==> src/rtl/audio_pkg.sv <==
// Shared audio sample-path types.
// Default channel-slot width and PCM sample type.
package audio_pkg;

  localparam int SAMPLE_WIDTH = 16;

  typedef logic signed [SAMPLE_WIDTH-1:0] sample_t;

endpackage

==> src/rtl/i2s_tx_if.sv <==
// Sample handshake from the gain stage.
// Source drives sample/valid, sink drives ready.
interface i2s_tx_if
  import audio_pkg::*;
#(
  parameter int W = SAMPLE_WIDTH
);

  logic signed [W-1:0] sample;
  logic                valid;
  logic                ready;

  modport master (
    output sample,
    output valid,
    input  ready
  );

  modport slave (
    input  sample,
    input  valid,
    output ready
  );

endinterface

==> src/rtl/i2s_clkgen.sv <==
// I2S bit-clock divider with edge strobes.
// Strobes are high in the cycle before sclk_o changes.
module i2s_clkgen #(
  parameter int SCLK_DIV = 2
) (
  input  logic clk_i,
  input  logic rst_ni,
  output logic sclk_o,
  output logic sclk_fall_o,
  output logic sclk_rise_o
);

  localparam int DW =
    (SCLK_DIV > 1) ? $clog2(SCLK_DIV) : 1;

  logic [DW-1:0] div_q;
  logic          run_q;
  logic          tc;

  assign tc = (div_q == DW'(SCLK_DIV - 1));

  // Idle SCLK is low, so the first terminal
  // count acts as the falling edge of frame 0.
  assign sclk_fall_o = tc & (sclk_o | ~run_q);
  assign sclk_rise_o = tc & ~sclk_o & run_q;

  // Divider count and SCLK toggle on terminal count.
  always_ff @(posedge clk_i or negedge rst_ni) begin
    if (!rst_ni) begin
      div_q  <= '0;
      run_q  <= 1'b0;
      sclk_o <= 1'b0;
    end else begin
      div_q <= tc ? '0 : div_q + 1'b1;
      if (tc) begin
        run_q <= 1'b1;
        if (run_q) begin
          sclk_o <= ~sclk_o;
        end
      end
    end
  end

endmodule

==> src/rtl/i2s_tx.sv <==
// Mono PCM to Philips I2S stereo serialiser.
// Same sample on both slots, MSB first.
module i2s_tx
  import audio_pkg::*;
#(
  parameter int SAMPLE_WIDTH = audio_pkg::SAMPLE_WIDTH,
  parameter int SCLK_DIV     = 2
) (
  input  logic       clk_i,
  input  logic       rst_ni,
  i2s_tx_if.slave    src,
  output logic       sclk_o,
  output logic       lrclk_o,
  output logic       sdata_o,
  output logic       underrun_o
);

  localparam int W  = SAMPLE_WIDTH;
  localparam int BW = $clog2(2 * W);
  localparam int IW = $clog2(W);

  logic          fall;
  logic          unused_rise;
  logic [W-1:0]  hold_q;
  logic          hold_full_q;
  logic [W-1:0]  frame_q;
  logic [W-1:0]  frame_nxt;
  logic [BW-1:0] b_q;
  logic [BW-1:0] b_nxt;
  logic [IW-1:0] idx;
  logic          lr_nxt;
  logic          load;
  logic          accept;

  i2s_clkgen #(
    .SCLK_DIV (SCLK_DIV)
  ) u_clkgen (
    .clk_i       (clk_i),
    .rst_ni      (rst_ni),
    .sclk_o      (sclk_o),
    .sclk_fall_o (fall),
    .sclk_rise_o (unused_rise)
  );

  assign src.ready = ~hold_full_q;
  assign accept    = src.valid & ~hold_full_q;

  assign b_nxt = (b_q == BW'(2 * W - 1))
               ? '0 : b_q + 1'b1;
  assign load  = fall & (b_nxt == '0);

  // No bypass: an empty hold at load gives
  // a silent frame even if a sample lands now.
  assign frame_nxt = !load      ? frame_q :
                     hold_full_q ? hold_q  : '0;

  assign lr_nxt = (b_nxt >= BW'(W - 1)) &&
                  (b_nxt <= BW'(2 * W - 2));

  // Slot bit index; modular math is exact
  // because the result always lies in [0,W-1].
  always_comb begin
    idx = IW'(2 * W - 1) - IW'(b_nxt);
    if (b_nxt < BW'(W)) begin
      idx = IW'(W - 1) - IW'(b_nxt);
    end
  end

  // Holding register and underrun flag.
  always_ff @(posedge clk_i or negedge rst_ni) begin
    if (!rst_ni) begin
      hold_q      <= '0;
      hold_full_q <= 1'b0;
      underrun_o  <= 1'b0;
    end else begin
      underrun_o  <= load & ~hold_full_q;
      hold_full_q <= load ? accept
                          : (hold_full_q | accept);
      if (accept) begin
        hold_q <= src.sample;
      end
    end
  end

  // Serialiser: all pin changes on SCLK fall.
  always_ff @(posedge clk_i or negedge rst_ni) begin
    if (!rst_ni) begin
      frame_q <= '0;
      b_q     <= BW'(2 * W - 1);
      lrclk_o <= 1'b0;
      sdata_o <= 1'b0;
    end else if (fall) begin
      frame_q <= frame_nxt;
      b_q     <= b_nxt;
      lrclk_o <= lr_nxt;
      sdata_o <= frame_nxt[idx];
    end
  end

endmodule

==> src/flat_wrapper.sv <==
// flat-port wrapper written by rule: the top's interface ports become plain ports
module i2s_tx_flat import audio_pkg::*;
#(
  parameter int SAMPLE_WIDTH = audio_pkg::SAMPLE_WIDTH,
  parameter int SCLK_DIV     = 2
)
  (clk_i, rst_ni, sclk_o, lrclk_o, sdata_o, underrun_o, src_sample, src_valid, src_ready);
  i2s_tx_if #(.W((16))) src_i ();
  input  logic clk_i;
  input  logic rst_ni;
  output logic sclk_o;
  output logic lrclk_o;
  output logic sdata_o;
  output logic underrun_o;
  input wire logic [$bits(src_i.sample)-1:0] src_sample;
  input wire logic [$bits(src_i.valid)-1:0] src_valid;
  output wire logic [$bits(src_i.ready)-1:0] src_ready;
  assign src_i.sample = src_sample;
  assign src_i.valid = src_valid;
  assign src_ready = src_i.ready;
  i2s_tx #(.SAMPLE_WIDTH(SAMPLE_WIDTH), .SCLK_DIV(SCLK_DIV)) u_core (.clk_i(clk_i), .rst_ni(rst_ni), .src(src_i), .sclk_o(sclk_o), .lrclk_o(lrclk_o), .sdata_o(sdata_o), .underrun_o(underrun_o));
endmodule
==> config.mk <==
export PLATFORM = sky130hd
export DESIGN_NAME = i2s_tx_flat
export DESIGN_NICKNAME = d
export VERILOG_FILES = /design/src/rtl/audio_pkg.sv /design/src/rtl/i2s_tx_if.sv /design/src/rtl/i2s_clkgen.sv /design/src/rtl/i2s_tx.sv /design/src/flat_wrapper.sv
export SDC_FILE = /design/constraint.sdc
export NUM_CORES = 1
export LEC_CHECK = 0
export ABC_AREA = 1
export BUFFER_PORTS_ARGS = -buffer_cell sky130_fd_sc_hd__buf_2
export CAP_MARGIN = 20
export CORE_AREA = 8 8 77 79
export DETAILED_ROUTE_END_ITERATION = 12
export DIE_AREA = 0 0 85 87
export MAX_ROUTING_LAYER = met4
export PLACE_DENSITY = 0.76
export SETUP_SLACK_MARGIN = 0.02
export SLEW_MARGIN = 20
export SYNTH_ARGS = -nofsm -noshare
export SYNTH_HDL_FRONTEND = slang
export SYNTH_HIERARCHICAL = 1
export SYNTH_SLANG_ARGS = --single-unit
==> constraint.sdc <==
create_clock -name clk_i -period 4.4 [get_ports clk_i]
set_input_delay 0 -clock clk_i [delete_from_list [all_inputs] [get_ports clk_i]]
set_output_delay 0 -clock clk_i [all_outputs]
set_load 0.03 [all_outputs]
# Word level (Yosys, flattened, before mapping)
# Index checks and enable logic that the tools add are counted.
[classes] add_sub_neg=3 n_lt_le_gt_ge=3 n_eq_ne=1 n_mux=7 n_bitwise=9 n_reduce_logical=3
[ops] operator="two-way mux 16 bit" n=2
[ops] operator="adder 5 x 1 -> 5 bit (second input constant)" n=1
[ops] operator="equality test 5 bit (second input constant)" n=1
[ops] operator="greater-or-equal comparator 5 x 4 -> 1 bit (second input constant)" n=1
[ops] operator="<= comparator 5 bit (second input constant)" n=1
[ops] operator="zero test 5 bit" n=1
[ops] operator="less-than comparator 4 x 5 -> 1 bit (second input constant)" n=1
[ops] operator="two-way mux 5 bit" n=1
[ops] operator="AND 1 bit" n=4
[ops] operator="binary-select mux 1 bit (select 4 bit)" n=1
[ops] operator="subtractor 4 bit (first input constant)" n=1
[ops] operator="two-way mux 1 bit" n=3
[ops] operator="inverter 1 bit" n=3
[ops] operator="OR 1 bit" n=2
[ops] operator="AND reduction 2 bit" n=1
[ops] operator="adder 1 bit (second input constant)" n=1
[ops] operator="logical AND 1 bit" n=1
[word_totals] register_bits=44 in_bits=19 out_inout_bits=5 wordCells=36

# Depth between registers and ports, before layout
# Gate-level depths: netlist of the first run.
[depth] depth_word=7 ltp_mapped=19 mapped_depth_nobuf=18

# Cells and area by module
# Netlist of the first run, hierarchy kept.
[modules_own_cells] mod="i2s_tx" instances=1 cells_each=225 area_each_um2=2063.2 seq_area_each_um2=1032.2
[modules_own_cells] mod="i2s_clkgen" instances=1 cells_each=12 area_each_um2=117.6 seq_area_each_um2=75.1

# Worst setup path after synthesis of the first run
# Ideal clock, no wire load.
[synth_path] path_type="reg2reg" startpoint="register u_core.b_q[0]" endpoint="register u_core.sdata_o" setup_time_ps=118 t_arrival_ps=2212 required_ps=4282 path_slack_ps=2070 stages_incl_launch_ff=18 path_buffers=1 synth_period_minus_slack_ps=2330 cell_sequence="dfstp_2 > ha_1 > nand2_1 > nor2_1 > ha_1 > nor2_8 > nand2_4 > nor2_8 > nand2_4 > buf_6 > nand2_2 > nand3_1 > nand3_1 > nand2_1 > nand2_1 > nand3_1 > nor2_1 > nor2_1"
[synth_between] elab_chain_cells=7 word_cells_on_any_way=9 classes_between="add/sub: 2; eq/ne: 1; mux: 4; bitwise: 1; reduce/logical: 1"
[synth_rtl] item="start, declared" line="i2s_tx.sv:28" rtl="logic [BW-1:0] b_q;"
[synth_rtl] item="start signal, assigned" line="i2s_tx.sv:89" rtl="b_q <= BW'(2 * W - 1);"
[synth_rtl] item="start signal, assigned" line="i2s_tx.sv:94" rtl="b_q <= b_nxt;"
[synth_rtl] item="adder 5 x 1 -> 5 bit or equality test 5 bit (tied branches)" line="i2s_tx.sv:49, i2s_tx.sv:48"
[synth_rtl] item="two-way mux 5 bit (*)" line="i2s_tx.sv:49" rtl="? '0 : b_q + 1'b1;"
[synth_rtl] item="named net u_core.b_nxt[4]" line="i2s_tx.sv:29" rtl="logic [BW-1:0] b_nxt;"
[synth_rtl] item="zero test 5 bit (*)" line="i2s_tx.sv:50" rtl="assign load = fall & (b_nxt == '0);"
[synth_rtl] item="AND 1 bit (*)" line="i2s_tx.sv:50"
[synth_rtl] item="two-way mux 16 bit (*)" line="i2s_tx.sv:54" rtl="assign frame_nxt = !load ? frame_q :"
[synth_rtl] item="binary-select mux 1 bit (select 4 bit) (*)" line="i2s_tx.sv:96" rtl="sdata_o <= frame_nxt[idx];"
[synth_rtl] item="two-way mux 1 bit (implied by the code) (*)" line="i2s_tx.sv:96"
[synth_rtl] item="end signal, assigned" line="i2s_tx.sv:96"
[synth_rtl] item="end, declared" line="i2s_tx.sv:14" rtl="output logic sdata_o,"
# Mark *: on every way through the listed nets, which the timed path passes. The rest lies on a longest branch. The select of a mux whose other input is x is not followed.
# A chain may end at the register's enable or synchronous reset.

# Final worst setup path of the first run
[layout_path] startpoint="register u_core.b_q[1]" endpoint="register u_core.sdata_o"
# The elaborated chain is that of the path after synthesis.

==> results.tsv, run 1 <==
metric	value	unit
post-route ant nets	0	
# setup viols final	0	
Crit path depth	16	
# DRC	0	
area of the multi-input gates	941	µm²
Fillers	417	
Vias/cell	5.01	
Final Hold Fails	0	
fraction of layout cells with a size suffix above 1	23.0	%
H-tree Lvls	2	
Worst-Skew Late Latency	300	ps
Antenna Cells	0	
largest net degree at the start of global routing	45	
CP max stage cell	dfstp_2	
WL/cell	12.6	µm
first-pass GRT wire length	7540	µm
fin crit period	2630	ps
Overflow after GRT	0	
Final nets	300	
fmax	0.380	GHz
syn_nets	259	
CP delay by family, top	simple AND/OR/NAND/NOR gates	
Hold Slack	391	ps
Setup Skew	8.67	ps
worst reg-to-reg setup slack	1770	ps
worst-margin pin slew	967	ps
Leak	1.45	nW
Hold WC Path Type	in2reg	
clock buffer count from CTS	5	
PortBufs	23	
Initial Utilization	44.9	%
Reg area	1110	µm²
Root Driver	clkbuf_8	
Register-to-Register Path Depth	16	
Cells after Synth	236	
RD Place Congestion	0.887	
DRT Wirelength	4210	µm
Die Footprint	7400	µm²
Worst Path Required	4600	ps
number of global-route vias before repair	1749	
CP Max Fanout	19	
CP startpoint	u_core/b_q[1]	
Worst path max stage delay	590	ps
min-delay src	src_valid	
fin crit share	59.9	%
Crit Reg-Reg Endpoint	u_core/sdata_o	
CTS Sinks	44	
IO Count	24	
Synth Warn #	6	
Die Ht	87	µm
antenna violations before repair	0	
area of the core	4850	µm²
Core Rows	26	
critical path's most frequent cell	nor2_1	
CTS tree	yes	
fin worst setup slack	1770	ps
1st-pass router iterations	4	
startpoint types	register	
CP Cell Sequence	ha_1 -> nand2_1 -> nor2_1 -> ha_1 -> nor2_8 -> nand2_4 -> nor2_8 -> nand2_4 -> inv_1 -> nand2_1 -> nand3_1 -> nand3_1 -> nor2_1 -> nor2_1 -> nor2_1 -> nor2_1	
Die Wd	85	µm
Crit. End Element	register	
setup bufs post-CTS	0	
Final Max Tran Viols	0	
Pwr per Cell Area	293	nW/µm²
status	completed	
Placement Setup Slack	1780	ps
Setup CP Type	reg2reg	
reg2reg start	u_core/b_q[1]	
Max-cap violations	0	
Via Count	1674	
Longest Clk Path Bufs	2	
dpl hpwl	2950	µm
gr usage total	13.1	%
mapped cell area	2180	µm²
Worst VDD drop	0.191	mV
Setup TNS	0	ps
syn avg cell area	9.22	µm²
CP Buf/Inv Count	1	
number of DRC markers in iteration 0	72	
crit path capture	u_core/sdata_o	
Slew headroom	35.5	%
Worst-path clk slew	80	ps
Area Growth Syn to Fin	20.2	%
critical path data arrival time	2830	ps
RSZ-0062 raised after global routing	no	
-- worst reg2reg max path: stages, from the launching register on --
cell and delay [ps]:
dfstp_2 590, ha_1 170, nand2_1 70, nor2_1 110, ha_1 310, nor2_8 150, nand2_4 70, nor2_8 250
nand2_4 200, inv_1 110, nand2_1 70, nand3_1 70, nand3_1 70, nor2_1 110, nor2_1 50, nor2_1 100
nor2_1 40
-- metal layers --
metal / global-route usage, % / up-vias / routed length, µm
met5: - / - / 0
met4: 6.31 / 0 / 85
met3: 2.92 / 6 / 102
met2: 21.9 / 28 / 2060
met1: 14.6 / 800 / 1960
li1: - / 840 / -
-- sequential cells by signal (all words and copies together) (netlist names) --
name / count
u_core/frame_q: 16
u_core/hold_q: 16
u_core/b_q: 5
u_core/hold_full_q: 1
u_core/lrclk_o: 1
u_core/sdata_o: 1
u_core/u_clkgen/div_q: 1
u_core/u_clkgen/run_q: 1
u_core/u_clkgen/sclk_o: 1
u_core/underrun_o: 1
-- report_power, final --
| part | leakage, nW | switching (mW) | internal, mW |
|---|---|---|---|
| Clock | 0.0645 | 0.135 | 0.200 |
| Combinational | 0.809 | 0.0112 | 0.0154 |
| Sequential | 0.578 | 0 | 0.404 |
-- through the flow --
step                      cell area, µm²  cells  utilization [%]  power [mW]
after floorplan                     2180    236                -       0.412
after global placement              2320    309             47.9       0.427
after detailed placement            2320    309             47.9       0.428
after CTS                           2620    334             54.0       0.774
after global routing                2620    334             54.0       0.790
final                               2620    334             54.0       0.766
-- placed cells by master, fill, tap and decap left out, types with 2 or more instances in the layout --
cell and count:
nor2_1 19, nand3_1 31, ha_1 4, dfrtp_1 39, nand2_2 2, nor2_8 2
inv_1 20, clkbuf_8 7, buf_2 23, nand2_4 2, and2_1 7, nand2_1 62
nand3b_1 6, inv_2 3, o21ai_0 5, mux2_2 16, dlygate4sd3_1 17, dfstp_2 5
-- how the worst min path moves through the flow --
stage / to / cells after the start
final: u_core/hold_full_q / 3
after global routing: u_core/hold_q[4] / 3
after CTS: u_core/hold_full_q / 3
after detailed placement: u_core/hold_q[2] / 1
after global placement: u_core/hold_q[6] / 1
after floorplan: u_core/frame_q[0] / 0
-- cell type report --
type | count | area share, %
clock buffers | 7 | 3.68
repair buffers | 40 | 10.9
inverters | 23 | 3.30
clock inverters | 1 | 1.15
flip-flops and latches | 44 | 42.3
well taps | 56 | 2.68
multi-input cells | 163 | 36.0
-- timing repair --
item | 4_1_cts | 5_1_grt
hold buffers | 17 | 0
gates resized for setup | 0 | 0
endpoints found under the hold margin | 55 | 0
setup endpoints to repair | 0 | 0
(Power assumes the default switching activity.)
==> run 2, diff against run 1 <==
==> constraint.sdc (replaced) <==
create_clock -name clk_i -period 2.7 [get_ports clk_i]
set_input_delay 0 -clock clk_i [delete_from_list [all_inputs] [get_ports clk_i]]
set_output_delay 0 -clock clk_i [all_outputs]
set_load 0.03 [all_outputs]
==> results.tsv, run 2 (synthesis gave the netlist of run 1 again) <==
metric	value	unit	change
dpl cells	312		+0.97%
fin crit period	2490	ps	-149 ps
critical path data arrival time	2680	ps	-150 ps
CP Buf/Inv Count	1		unchanged
1st-pass router iterations	4		unchanged
wire length on met3	148	µm	+45%
Setup CP Type	reg2reg		
Worst-path clk slew	80	ps	about the same
Final Max Tran Viols	0		unchanged
Antenna Cells	0		unchanged
Die Wd	85	µm	unchanged
Die Footprint	7400	µm²	unchanged
PortBufs	23		unchanged
fraction of layout cells with a size suffix above 1	26.7	%	+3.7 points
Setup Skew	2.58	ps	-6.09 ps
Worst-Skew Late Latency	300	ps	about the same
Worst path max stage delay	570	ps	-20 ps
Pwr per Cell Area	418	nW/µm²	+43%
CP max stage cell	dfstp_2		
Vias/cell	5.00		-0.24%
area of the core	4850	µm²	unchanged
CP Max Fanout	7		-12
CTS tree	yes		
fin crit share	92.1	%	+32 points
Worst Path Required	2900	ps	-1700 ps
Final Hold Fails	0		unchanged
wire length on met2	2200	µm	+6.8%
DRT Wirelength	4470	µm	+6.1%
Register-to-Register Path Depth	17		+1
post-route ant nets	0		unchanged
number of DRC markers in iteration 0	72		unchanged
Slew headroom	36.1	%	+0.54 points
Die Ht	87	µm	unchanged
largest net degree at the start of global routing	45		unchanged
startpoint types	register		
antenna violations before repair	0		unchanged
number of global-route vias before repair	1858		+6.2%
Worst VDD drop	0.354	mV	+86%
Core Rows	26		unchanged
commonest non-fill, non-tap cell in the layout	nand2_1		
most frequent cells in the layout	nand2_1 (62), dfrtp_1 (39), nand3_1 (30), buf_2 (23), inv_1 (20)		
worst reg-to-reg setup slack	210	ps	-1550 ps
uppermost layer routed	met4		
first-pass GRT wire length	7760	µm	+2.9%
Initial Utilization	44.9	%	unchanged
Longest Clk Path Bufs	2		unchanged
# DRC	0		unchanged
IO Count	24		unchanged
H-tree Lvls	2		unchanged
Regs by FF count	u_core/frame_q x16, u_core/hold_q x16, u_core/b_q x5		
Final nets	310		+3.3%
Crit Reg-Reg Endpoint	u_core/sdata_o		
RSZ-0062 raised after global routing	no		
WL met1	2050	µm	+4.7%
Setup TNS	0	ps	unchanged
CP delay by family, top	simple AND/OR/NAND/NOR gates		
Root Driver	clkbuf_8		
RD Place Congestion	0.894		+0.73%
fmax	0.402	GHz	+6.0%
Via Count	1720		+2.7%
gr usage total	13.4	%	+0.27 points
Hold WC Path Type	in2async		
WL/cell	13.0	µm	+3.1%
clock buffer count from CTS	5		unchanged
CP Cell Sequence	ha_1 -> nand2_1 -> nor2_2 -> ha_4 -> nor2_8 -> nand2_4 -> nor2_8 -> buf_4 -> nand3_1 -> nand3_1 -> nand2_1 -> nor2_1 -> nand2_1 -> nand2_1 -> nor2_1 -> nor2_1 -> nor2_1		
Crit. End Element	register		
worst-margin pin slew	959	ps	-8.08 ps
Overflow after GRT	0		unchanged
# setup viols final	0		unchanged
reg2reg start	u_core/b_q[0]		
CTS Sinks	44		unchanged
Post-Layout Cell Count	344		+3.0%
dpl hpwl	3050	µm	+3.2%
Leak	1.47	nW	+1.3%
Max-cap violations	0		unchanged
Area Growth Syn to Fin	23.6	%	
status	completed		
run 2: what timing repair did:
item	4_1_cts	5_1_grt
setup buffers	0	7
setup endpoints to repair	0	1
hold endpoints to repair	55	0
resized for setup	0	6
hold buffers	17	0
run 2: cell type report:
type	instances	area, µm²
Clock buffer	6	82.6
Clock inverter	2	10.0
Fill cell	416	2160
Inverter	23	86.3
Multi-Input combinational cell	163	970
Sequential cell	44	1110
Tap cell	56	70.1
Timing Repair Buffer	50	364
run 2: how the worst max path moves through the flow:
| stage | from | endpoint | slack, ps | cells past startpoint |
|---|---|---|---|---|
| after floorplan | u_core/b_q[0] | u_core/sdata_o | 370 | 17 |
| after global placement | u_core/b_q[1] | u_core/sdata_o | 230 | 16 |
| after detailed placement | u_core/b_q[0] | u_core/sdata_o | 160 | 16 |
| after CTS | u_core/b_q[0] | u_core/sdata_o | 120 | 16 |
| after global routing | u_core/b_q[1] | u_core/sdata_o | 40 | 17 |
| final | u_core/b_q[0] | u_core/sdata_o | 210 | 17 |
run 2: stage by stage:
| stage | total power, mW | instance area, µm² | hold slack, ps | worst slack [ps] | utilization, % |
|---|---|---|---|---|---|
| 2_1_floorplan | 0.672 | 2180 | -296 | 370 | - |
| 3_3_place_gp | 0.696 | 2340 | 204 | 228 | 48.3 |
| 3_5_place_dp | 0.697 | 2340 | 212 | 156 | 48.3 |
| 4_1_cts | 1.14 | 2610 | 412 | 123 | 53.7 |
| 5_1_grt | 1.16 | 2690 | 472 | 43.3 | 55.5 |
| 6_report | 1.12 | 2690 | 389 | 214 | 55.5 |
run 2: power breakdown:
part	switching, mW	total, mW	internal (mW)
clock	0.219	0.423	0.204
sequential	0	0.659	0.659
combinational	0.0177	0.0427	0.0250
total	0.237	1.12	0.888
run 2: per-layer routing:
layer  global-route usage [%]  up-vias
met5                        -        -
met1                     13.8      823
met4                     5.66        0
li1                         -      853
met3                     3.68        9
met2                     23.6       35
